===== config.mk =====
export PLATFORM = sky130hd
export DESIGN_NAME = control_fsm
export DESIGN_NICKNAME = d
export VERILOG_FILES = /design/src/rtl/ctrl_pkg.sv /design/src/rtl/alu_decoder.sv /design/src/rtl/control_fsm.sv
export SDC_FILE = /design/constraint.sdc
export NUM_CORES = 1
export LEC_CHECK = 0
export CORE_MARGIN = 4
export CORE_UTILIZATION = 33
export DETAILED_ROUTE_END_ITERATION = 10
export GPL_TIMING_DRIVEN = 0
export PLACE_DENSITY_LB_ADDON = 0.05
export SYNTH_ARGS = -nofsm -noshare
export SYNTH_HDL_FRONTEND = slang
export SYNTH_HIERARCHICAL = 1
export SYNTH_SLANG_ARGS = --single-unit

===== constraint.sdc =====
create_clock -name clk -period 2.57 [get_ports clk]
set_clock_uncertainty 0.15 [all_clocks]
set_input_delay 0.514 -clock clk [delete_from_list [all_inputs] [get_ports clk]]
set_output_delay 0.514 -clock clk [all_outputs]
set_load 0.02 [all_outputs]

===== src/rtl/ctrl_pkg.sv =====
// Shared types and encodings for the multi-cycle control FSM.
// States, opcodes, ALU operation codes and immediate formats.
package ctrl_pkg;

  typedef enum logic [2:0] {
    IDLE,
    DECODE,
    EXEC,
    MEM,
    WB
  } state_t;

  localparam logic [6:0] OP_R  = 7'b0110011;
  localparam logic [6:0] OP_I  = 7'b0010011;
  localparam logic [6:0] OP_LW = 7'b0000011;
  localparam logic [6:0] OP_SW = 7'b0100011;
  localparam logic [6:0] OP_BR = 7'b1100011;

  localparam logic [6:0] F7_BASE = 7'b0000000;
  localparam logic [6:0] F7_ALT  = 7'b0100000;
  localparam logic [2:0] F3_WORD = 3'b010;

  localparam logic [2:0] ALU_ADD = 3'b000;
  localparam logic [2:0] ALU_SUB = 3'b001;
  localparam logic [2:0] ALU_AND = 3'b010;
  localparam logic [2:0] ALU_OR  = 3'b011;
  localparam logic [2:0] ALU_SLT = 3'b100;
  localparam logic [2:0] ALU_XOR = 3'b101;
  localparam logic [2:0] ALU_SLL = 3'b110;
  localparam logic [2:0] ALU_SRL = 3'b111;

  localparam logic [1:0] IMM_I = 2'b00;
  localparam logic [1:0] IMM_S = 2'b01;
  localparam logic [1:0] IMM_B = 2'b10;

endpackage


===== src/rtl/alu_decoder.sv =====
// Maps opcode/funct3/funct7 to an ALU operation and flags
// encodings the core does not implement.
module alu_decoder
  import ctrl_pkg::*;
(
  input  logic [6:0] i_opcode,
  input  logic [2:0] i_funct3,
  input  logic [6:0] i_funct7,
  output logic [2:0] o_alu_ctrl,
  output logic       o_illegal
);

  logic [2:0] w_alu;
  logic       w_bad;

  always_comb begin
    w_alu = ALU_ADD;
    w_bad = 1'b0;
    unique case (i_opcode)
      OP_R: begin
        if (i_funct7 == F7_BASE) begin
          unique case (i_funct3)
            3'b000:  w_alu = ALU_ADD;
            3'b001:  w_alu = ALU_SLL;
            3'b010:  w_alu = ALU_SLT;
            3'b100:  w_alu = ALU_XOR;
            3'b101:  w_alu = ALU_SRL;
            3'b110:  w_alu = ALU_OR;
            3'b111:  w_alu = ALU_AND;
            default: w_bad = 1'b1;
          endcase
        end else if (i_funct7 == F7_ALT && i_funct3 == 3'b000) begin
          w_alu = ALU_SUB;
        end else begin
          w_bad = 1'b1;
        end
      end
      OP_I: begin
        unique case (i_funct3)
          3'b000: w_alu = ALU_ADD;
          3'b010: w_alu = ALU_SLT;
          3'b100: w_alu = ALU_XOR;
          3'b110: w_alu = ALU_OR;
          3'b111: w_alu = ALU_AND;
          3'b001: begin
            w_alu = ALU_SLL;
            w_bad = (i_funct7 != F7_BASE);
          end
          3'b101: begin
            w_alu = ALU_SRL;
            w_bad = (i_funct7 != F7_BASE);
          end
          default: w_bad = 1'b1;
        endcase
      end
      OP_LW, OP_SW: w_bad = (i_funct3 != F3_WORD);
      OP_BR: begin
        w_alu = ALU_SUB;
        w_bad = (i_funct3[2:1] != 2'b00);
      end
      default: w_bad = 1'b1;
    endcase
  end

  // rejected encodings report a neutral add
  assign o_alu_ctrl = w_bad ? ALU_ADD : w_alu;
  assign o_illegal  = w_bad;

endmodule


===== src/rtl/control_fsm.sv =====
// Multi-cycle RV32I-subset control FSM: latches one instruction,
// steps DECODE/EXEC/MEM/WB and issues one-cycle strobes.
module control_fsm
  import ctrl_pkg::*;
(
  input  logic        clk,
  input  logic        rst,
  input  logic [31:0] instr,
  input  logic        instr_valid,
  output logic        instr_ready,
  input  logic        EQ,
  output logic [2:0]  ALUctrl,
  output logic        ALUsrc,
  output logic [1:0]  ImmSrc,
  output logic        RegWrite,
  output logic        MemWrite,
  output logic        ResultSrc,
  output logic        PCsrc,
  output logic        PC_en,
  output logic        illegal
);

  state_t      r_state;
  state_t      w_next;
  logic [31:0] r_instr;

  logic [6:0] w_opc;
  logic [2:0] w_alu;
  logic       w_bad;
  logic       w_is_i;
  logic       w_is_lw;
  logic       w_is_sw;
  logic       w_is_br;
  logic       w_active;
  logic       w_unused;

  always_ff @(posedge clk or posedge rst) begin
    if (rst) begin
      r_state <= IDLE;
      r_instr <= '0;
    end else begin
      r_state <= w_next;
      if (instr_valid && r_state == IDLE)
        r_instr <= instr;
    end
  end

  assign w_opc   = r_instr[6:0];
  assign w_is_i  = (w_opc == OP_I);
  assign w_is_lw = (w_opc == OP_LW);
  assign w_is_sw = (w_opc == OP_SW);
  assign w_is_br = (w_opc == OP_BR);

  assign w_active = (r_state != IDLE);
  assign w_unused = ^{r_instr[24:15], r_instr[11:7]};

  alu_decoder u_dec (
    .i_opcode   (w_opc),
    .i_funct3   (r_instr[14:12]),
    .i_funct7   (r_instr[31:25]),
    .o_alu_ctrl (w_alu),
    .o_illegal  (w_bad)
  );

  always_comb begin
    w_next      = r_state;
    instr_ready = 1'b0;
    RegWrite    = 1'b0;
    MemWrite    = 1'b0;
    ResultSrc   = 1'b0;
    PCsrc       = 1'b0;
    PC_en       = 1'b0;
    illegal     = 1'b0;
    ALUctrl     = ALU_ADD;
    ALUsrc      = 1'b0;
    ImmSrc      = IMM_I;

    if (w_active) begin
      ALUctrl = w_alu;
      ALUsrc  = w_is_i | w_is_lw | w_is_sw;
      ImmSrc  = w_is_sw ? IMM_S : (w_is_br ? IMM_B : IMM_I);
    end

    unique case (r_state)
      IDLE: begin
        instr_ready = 1'b1;
        if (instr_valid)
          w_next = DECODE;
      end
      DECODE: begin
        illegal = w_bad;
        w_next  = w_bad ? IDLE : EXEC;
      end
      EXEC: begin
        if (w_is_br) begin
          // funct3[0] distinguishes bne from beq
          PCsrc  = r_instr[12] ? !EQ : EQ;
          PC_en  = 1'b1;
          w_next = IDLE;
        end else if (w_is_lw || w_is_sw) begin
          w_next = MEM;
        end else begin
          w_next = WB;
        end
      end
      MEM: begin
        if (w_is_sw) begin
          MemWrite = 1'b1;
          PC_en    = 1'b1;
          w_next   = IDLE;
        end else begin
          w_next = WB;
        end
      end
      WB: begin
        RegWrite  = 1'b1;
        PC_en     = 1'b1;
        ResultSrc = w_is_lw;
        w_next    = IDLE;
      end
      default: w_next = IDLE;
    endcase
  end

endmodule


==> flow_summary.yaml, run 1 <==
placement:
  pre_cts_ws_ps: -335
  place.gp.congestion: 0.877
  dp.cells: 199
  port_buffers: 33
  place_area_um2: 1640
  dp_hpwl_um: 2080
clock_network:
  clkTransAtPathRegs_ps: 60
  cts_tree: "yes"
  clk_latency_ps: 250
  holdBufCountCts: 0
  clock_sinks: 20
  cts-htree-levels: 1
  cts_root_buffer: "clkbuf_8"
  numCtsBuffers: 3
  cts_buffer_depth: 2
synth:
  synthTopCellsByCount: "dfrtp_1, nand2_1, nor2_1"
  synth-edff-count: 0
  synth_area_um2: 1250
  avgSynthCellArea_um2: 10.6
  yosysSeqAreaShare_pct: 40.1
  synth-seq-cells: 20
  synth_cells: 118
  yosysTopAreaCell: "dfrtp_1"
  ys.flop_type: "dfrtp_1"
  synthArstFlopShare_pct: 100
  yosys_warnings: 6
  yosys-top-cells-area: "dfrtp_1, mux2_4, mux2_2"
  synth_top_area_share_pct: 40.1
  ys_types: 44
  syn-num-nets: 154
  synth_most_common_cell: "dfrtp_1"
cells_and_area:
  nets: 195
  drive_gt1_share_pct: 29.3
  finalInstanceArea_um2: 1710
  utilization_pct: 46.8
  layout.cells.non_filler: 205
  antennaDiodeCount: 0
  area_delta_synth_final_pct: 37.3
drt:
  drtAntennaViolNets: 0
  drc_errors: 0
  routed_via_density: 4.80
  wl_per_cell_um: 13.2
  routed_wl_um: 2700
  first_pass_iters: 4
  drtIter0Drc: 54
  vias: 985
timing:
  min_period_ps: 2630
  slew_viol_final: 0
  whs_ps: 362
  post-route-period-util_pct: 102
  grt_setup_unrepaired: "yes"
  worstMarginPinSlew_ps: 762
  worst_slack_ps: -64.1
  fmax_mhz: 380
  relSlewSlack_pct: 49.2
  setup_viol: 1
  hold_viol: 0
floorplan:
  dieWidth_um: 69.5
  num_rows: 22
  core_um2: 3660
  start_util_pct: 34.1
  die_y_um: 69.5
  io_pins: 49
  dieArea_um2: 4830
worst_setup_path:
  crit_type: "flip-flop to output port"
  path_cells: "nor4_2 -> nand2_2 -> o21ai_2 -> and4_1 -> or2_1 -> nor4b_4 -> buf_4"
  start_kind: "flip-flop"
  cp_num_buf_inv: 1
  cp_max_fo: 3
  critPathRequiredTime_ps: 1910
  r2r_cells: 7
  endpoint_kind: "output port"
  startpoint: "r_instr[28]"
  crit_slowest_cell: "dfrtp_1"
  worst_r2r_endpoint: "r_state[1]"
  r2r_start: "r_instr[14]"
  cp-endpoint: "illegal"
  r2r_slack_ps: 520
  cpPeakStageDelay_ps: 390
  cp.depth: 7
  crit_family: "simple AND/OR/NAND/NOR gates"
  arrival_ps: 1970
global_route:
  grt_pass1_vias: 981
  grt_overflow: 0
  antenna_found_initial: 0
  grt_max_degree: 21
  track_usage_pct: 11.8
  grt_pass1_wl_um: 4690
power_and_ir_drop:
  intPower_uw: 624
  clock_power_share_pct: 22.6
  p_comb_share_pct: 30.0
  power.density_nw_per_um2: 514
  leakagePower_uw: 0.000750
  pwr-share-seq_pct: 47.3
  p_switching_uw: 257
  power_switching_share_pct: 29.2
  ir_worst_vdd_mv: 0.278
min_path:
  hp-class: "flip-flop to flip-flop"
status:
  violations: "negative setup slack"
  status: "complete, but fails checks"
flow_run:
  cap_violations: 0
## power groups by stage
stage	logic [uW]	clock network [uW]	registers, uW
2_1_floorplan	189	0	404
4_1_cts	256	210	416
3_5_place_dp	255	0	420
3_3_place_gp	251	0	418
5_1_grt	294	219	427
6_report	265	199	417
## per-layer routing
layer	share of wire, %	vias up	track usage, %	wire length, um
li1	-	500	-	-
met1	47	455	16.1	1280
met2	45	26	18.0	1230
met3	5.7	4	2.75	153
met4	1.6	0	4.77	42
met5	0	-	0	0
## kinds of logic (layout without fill, tap and decap cells)
| group | count (synthesis) | in the layout | share of synthesized area, % |
|---|---|---|---|
| buffers and inverters | 12 | 51 | 7.72 |
| flip-flops | 20 | 20 | 40.1 |
| AND/OR/NAND/NOR | 52 | 52 | 25.2 |
| AO/OA/AOI/OAI | 15 | 15 | 8.02 |
| XOR/XNOR | 2 | 2 | 1.40 |
| adder cells (fa/ha/maj) | 1 | 1 | 0.802 |
| multiplexers | 16 | 16 | 16.8 |
## final cells by class
class	instances	area, um2
plain buffers	6	75.1
multi-input cells	86	678
fillers	364	1950
clock buffers	3	41.3
inverters	6	22.5
flip-flops and latches	20	502
well taps	48	60.1
repair buffers	36	334
## registers in the layout, summed over array words and instances, names as in the netlist
signal	cells
r_instr	17
r_state	3
## metrics by stage
| step | power [uW] | setup TNS, ps |
|---|---|---|
| after floorplan | 593 | 0 |
| after global placement | 669 | -1010 |
| after detailed placement | 675 | -941 |
| after CTS | 881 | -109 |
| after global routing | 940 | -411 |
| final | 881 | -64.1 |
## repair_timing
item	4_1_cts	5_1_grt
pin swaps	5	7
setup endpoints to repair	11	7
gates resized for setup	28	14
endpoints found under the hold margin	0	0
setup buffers	0	3
## layout by cell type (no fill, tap or decap), drive strengths merged, types with 4 or more instances in the layout
master         netlist  final
o21ai                4      4
clkbuf               1      6
inv                  6      6
nand3                5      5
mux2                15     15
nor3                 6      6
clkdlybuf4s50        0     22
and2b                5      5
a21oi                4      4
dlygate4sd2          0      5
dfrtp               20     20
nand2                9      9
buf                  5     12
nor2                10     10
## how the worst min path moves through the flow
stage                            from  cells past startpoint           to  slack, ps
after floorplan                   rst                      1   r_instr[0]        330
after global placement    r_instr[26]                      1  r_instr[26]        340
after detailed placement  r_instr[27]                      1  r_instr[27]        350
after CTS                 r_instr[27]                      1  r_instr[27]        360
after global routing      r_instr[26]                      1  r_instr[26]        390
final                     r_instr[26]                      1  r_instr[26]        360
(Power assumes the default switching activity.)
==> run 2: changes to the inputs <==
GPL_TIMING_DRIVEN = 1   (was 0)
SYNTH_HIERARCHICAL = default   (was 1)
==> run 2 against run 1 <==
- register-to-register slack worse by 40 ps
- highest routed layer unchanged
- worst setup slack got worse by 180 ps
- critical path type unchanged
- routed wire length fell by 1.2%
- critical endpoint is now ALUctrl[1]
- the flow still finishes with violations (negative setup slack)
==> flow_summary.yaml, run 2 <==
clock_network:
  cts_root_buffer: "clkbuf_4"
  numCtsBuffers: 3
  clock_sinks: 20
  cts_buffer_depth: 2
  clk_latency_ps: 290
  holdBufCountCts: 0
  cts_tree: "yes"
  cts-htree-levels: 1
  clkTransAtPathRegs_ps: 110
worst_setup_path:
  crit_slowest_cell: "dfrtp_1"
  arrival_ps: 2150
  crit_type: "flip-flop to output port"
  critPathRequiredTime_ps: 1910
  path_cells: "nor4_4 -> nand3b_1 -> a211o_1 -> buf_6 -> a2111oi_4 -> buf_4"
  crit_family: "compound AO/OA/AOI/OAI gates"
  cp_num_buf_inv: 2
  start_kind: "flip-flop"
  endpoint_kind: "output port"
  cpPeakStageDelay_ps: 420
  cp_max_fo: 2
synth:
  syn-num-nets: 138
  yosysSeqAreaShare_pct: 44.4
  yosys_warnings: 0
  synth_cells: 102
  synth_area_um2: 1130
  avgSynthCellArea_um2: 11.0
  yosys-top-cells-area: "dfrtp_1, mux2_2, nand2_1"
  yosysTopAreaCell: "dfrtp_1"
  ys.flop_type: "dfrtp_1"
  synthTopCellsByCount: "dfrtp_1, mux2_2, nand2_1"
  synth_most_common_cell: "dfrtp_1"
  synthArstFlopShare_pct: 100
  synth-edff-count: 0
  synth-seq-cells: 20
  synth_top_area_share_pct: 44.4
  ys_types: 41
global_route:
  met3_usage_pct: 3.06
  met2_usage_pct: 22.3
  antenna_found_initial: 0
  track_usage_pct: 13.3
  grt_pass1_vias: 1016
  grt_overflow: 0
  grt_pass1_wl_um: 4510
  met1_usage_pct: 16.7
  busiest_layer: "met2"
  grt_max_degree: 21
flow_run:
  cap_violations: 0
status:
  violations: "negative setup slack"
  status: "complete, but fails checks"
cells_and_area:
  largest_register: "r_instr"
  reg_top3: "r_instr x17, r_state x3"
  finalInstanceArea_um2: 1770
  final_common_cell: "buf_4"
  largest_reg_flops: 17
  antennaDiodeCount: 0
  layout_common_cells: "buf_4, clkdlybuf4s50_1, dfrtp_1, mux2_2, nand2_1"
  layout.cells.non_filler: 205
  area_delta_synth_final_pct: 57.2
  nets: 198
  drive_gt1_share_pct: 42.2
floorplan:
  io_pins: 49
  dieArea_um2: 4410
  core_um2: 3150
  start_util_pct: 35.7
  die_y_um: 66.4
  num_rows: 20
  dieWidth_um: 66.4
drt:
  routed_wl_um: 2670
  drtIter0Drc: 39
  wl_per_cell_um: 13.0
  drtAntennaViolNets: 0
  first_pass_iters: 4
  routed_via_density: 4.84
  drc_errors: 0
  vias: 992
placement:
  place.gp.congestion: 0.813
  dp_hpwl_um: 2090
  pre_cts_ws_ps: -430
  port_buffers: 33
  place_area_um2: 1670
  dp.cells: 199
power_and_ir_drop:
  leakagePower_uw: 0.000766
  power.density_nw_per_um2: 484
  ir_worst_vdd_mv: 0.267
min_path:
  hp-class: "input port to asynchronous set/reset pin"
timing:
  worstMarginPinSlew_ps: 415
  grt_setup_unrepaired: "yes"
  slew_viol_final: 0
  fmax_mhz: 355
  tns_ps: -887
  post-route-period-util_pct: 109
  hold_viol: 0
  setup_viol: 4
  whs_ps: 376
  worst_slack_ps: -243
  relSlewSlack_pct: 71.6
  min_period_ps: 2810
run 2: worst paths after layout:
check	startpoint	end	slack, ps	cells after the start
setup / recovery	r_instr[31]	ALUctrl[1]	-240	6
hold / removal	rst	r_instr[25]	380	3
setup reg to reg	r_instr[31]	r_state[1]	480	7
hold reg to reg	r_instr[3]	r_instr[3]	380	1
max in group asynchronous	rst	r_instr[5]	1680	3
min in group clk	r_instr[3]	r_instr[3]	380	1
run 2: cells by family after synthesis:
kind of cell	share of synthesized area [%]
AOI/OAI and AO/OA	15.4
xor gates and xnor gates	0.778
buffers and inverters	3.78
DFF	44.4
muxes	15.0
and+or+nand+nor	20.6
run 2: worst min-delay path, stage by stage:
cell and delay [ps]:
clkdlybuf4s50_1 390, inv_1 50, buf_4 260
run 2: repair_timing:
| item | 4_1_cts | 5_1_grt |
|---|---|---|
| endpoints found under the hold margin | 0 | 0 |
| endpoints found under the setup margin | 11 | 10 |
| pin swaps | 8 | 4 |
| resized for setup | 45 | 16 |
| cloned | 0 | 0 |
| buffers inserted | 1 | 1 |
run 2: layer usage:
layer  share of wire [%]  vias to the layer above
met1                  47                      472
met2                  47                       23
met3                 5.3                        2
li1                    -                      495
met4                0.56                        0
met5                   0                        -
run 2: area by class of cell:
| class | count | area, um2 |
|---|---|---|
| repair buffers | 59 | 507 |
| multi-input cells | 74 | 657 |
| inverters | 4 | 15.0 |
| flip-flops and latches | 20 | 500 |
| fillers | 324 | 1380 |
| clock buffers | 4 | 36.3 |
| well taps | 44 | 55.1 |
run 2: power by group:
group	leakage, uW	switching [uW]	internal [uW]
clock network	0.0000210	93.7	86.3
logic	0.000505	117	158
registers	0.000240	41.1	360
run 2: per-stage QoR:
step / util [%] / power [uW]
after global placement: 53.0 / 660
after global routing: 56.2 / 920
final: 56.2 / 857
after floorplan: - / 546
after CTS: 55.4 / 867
after detailed placement: 53.0 / 668
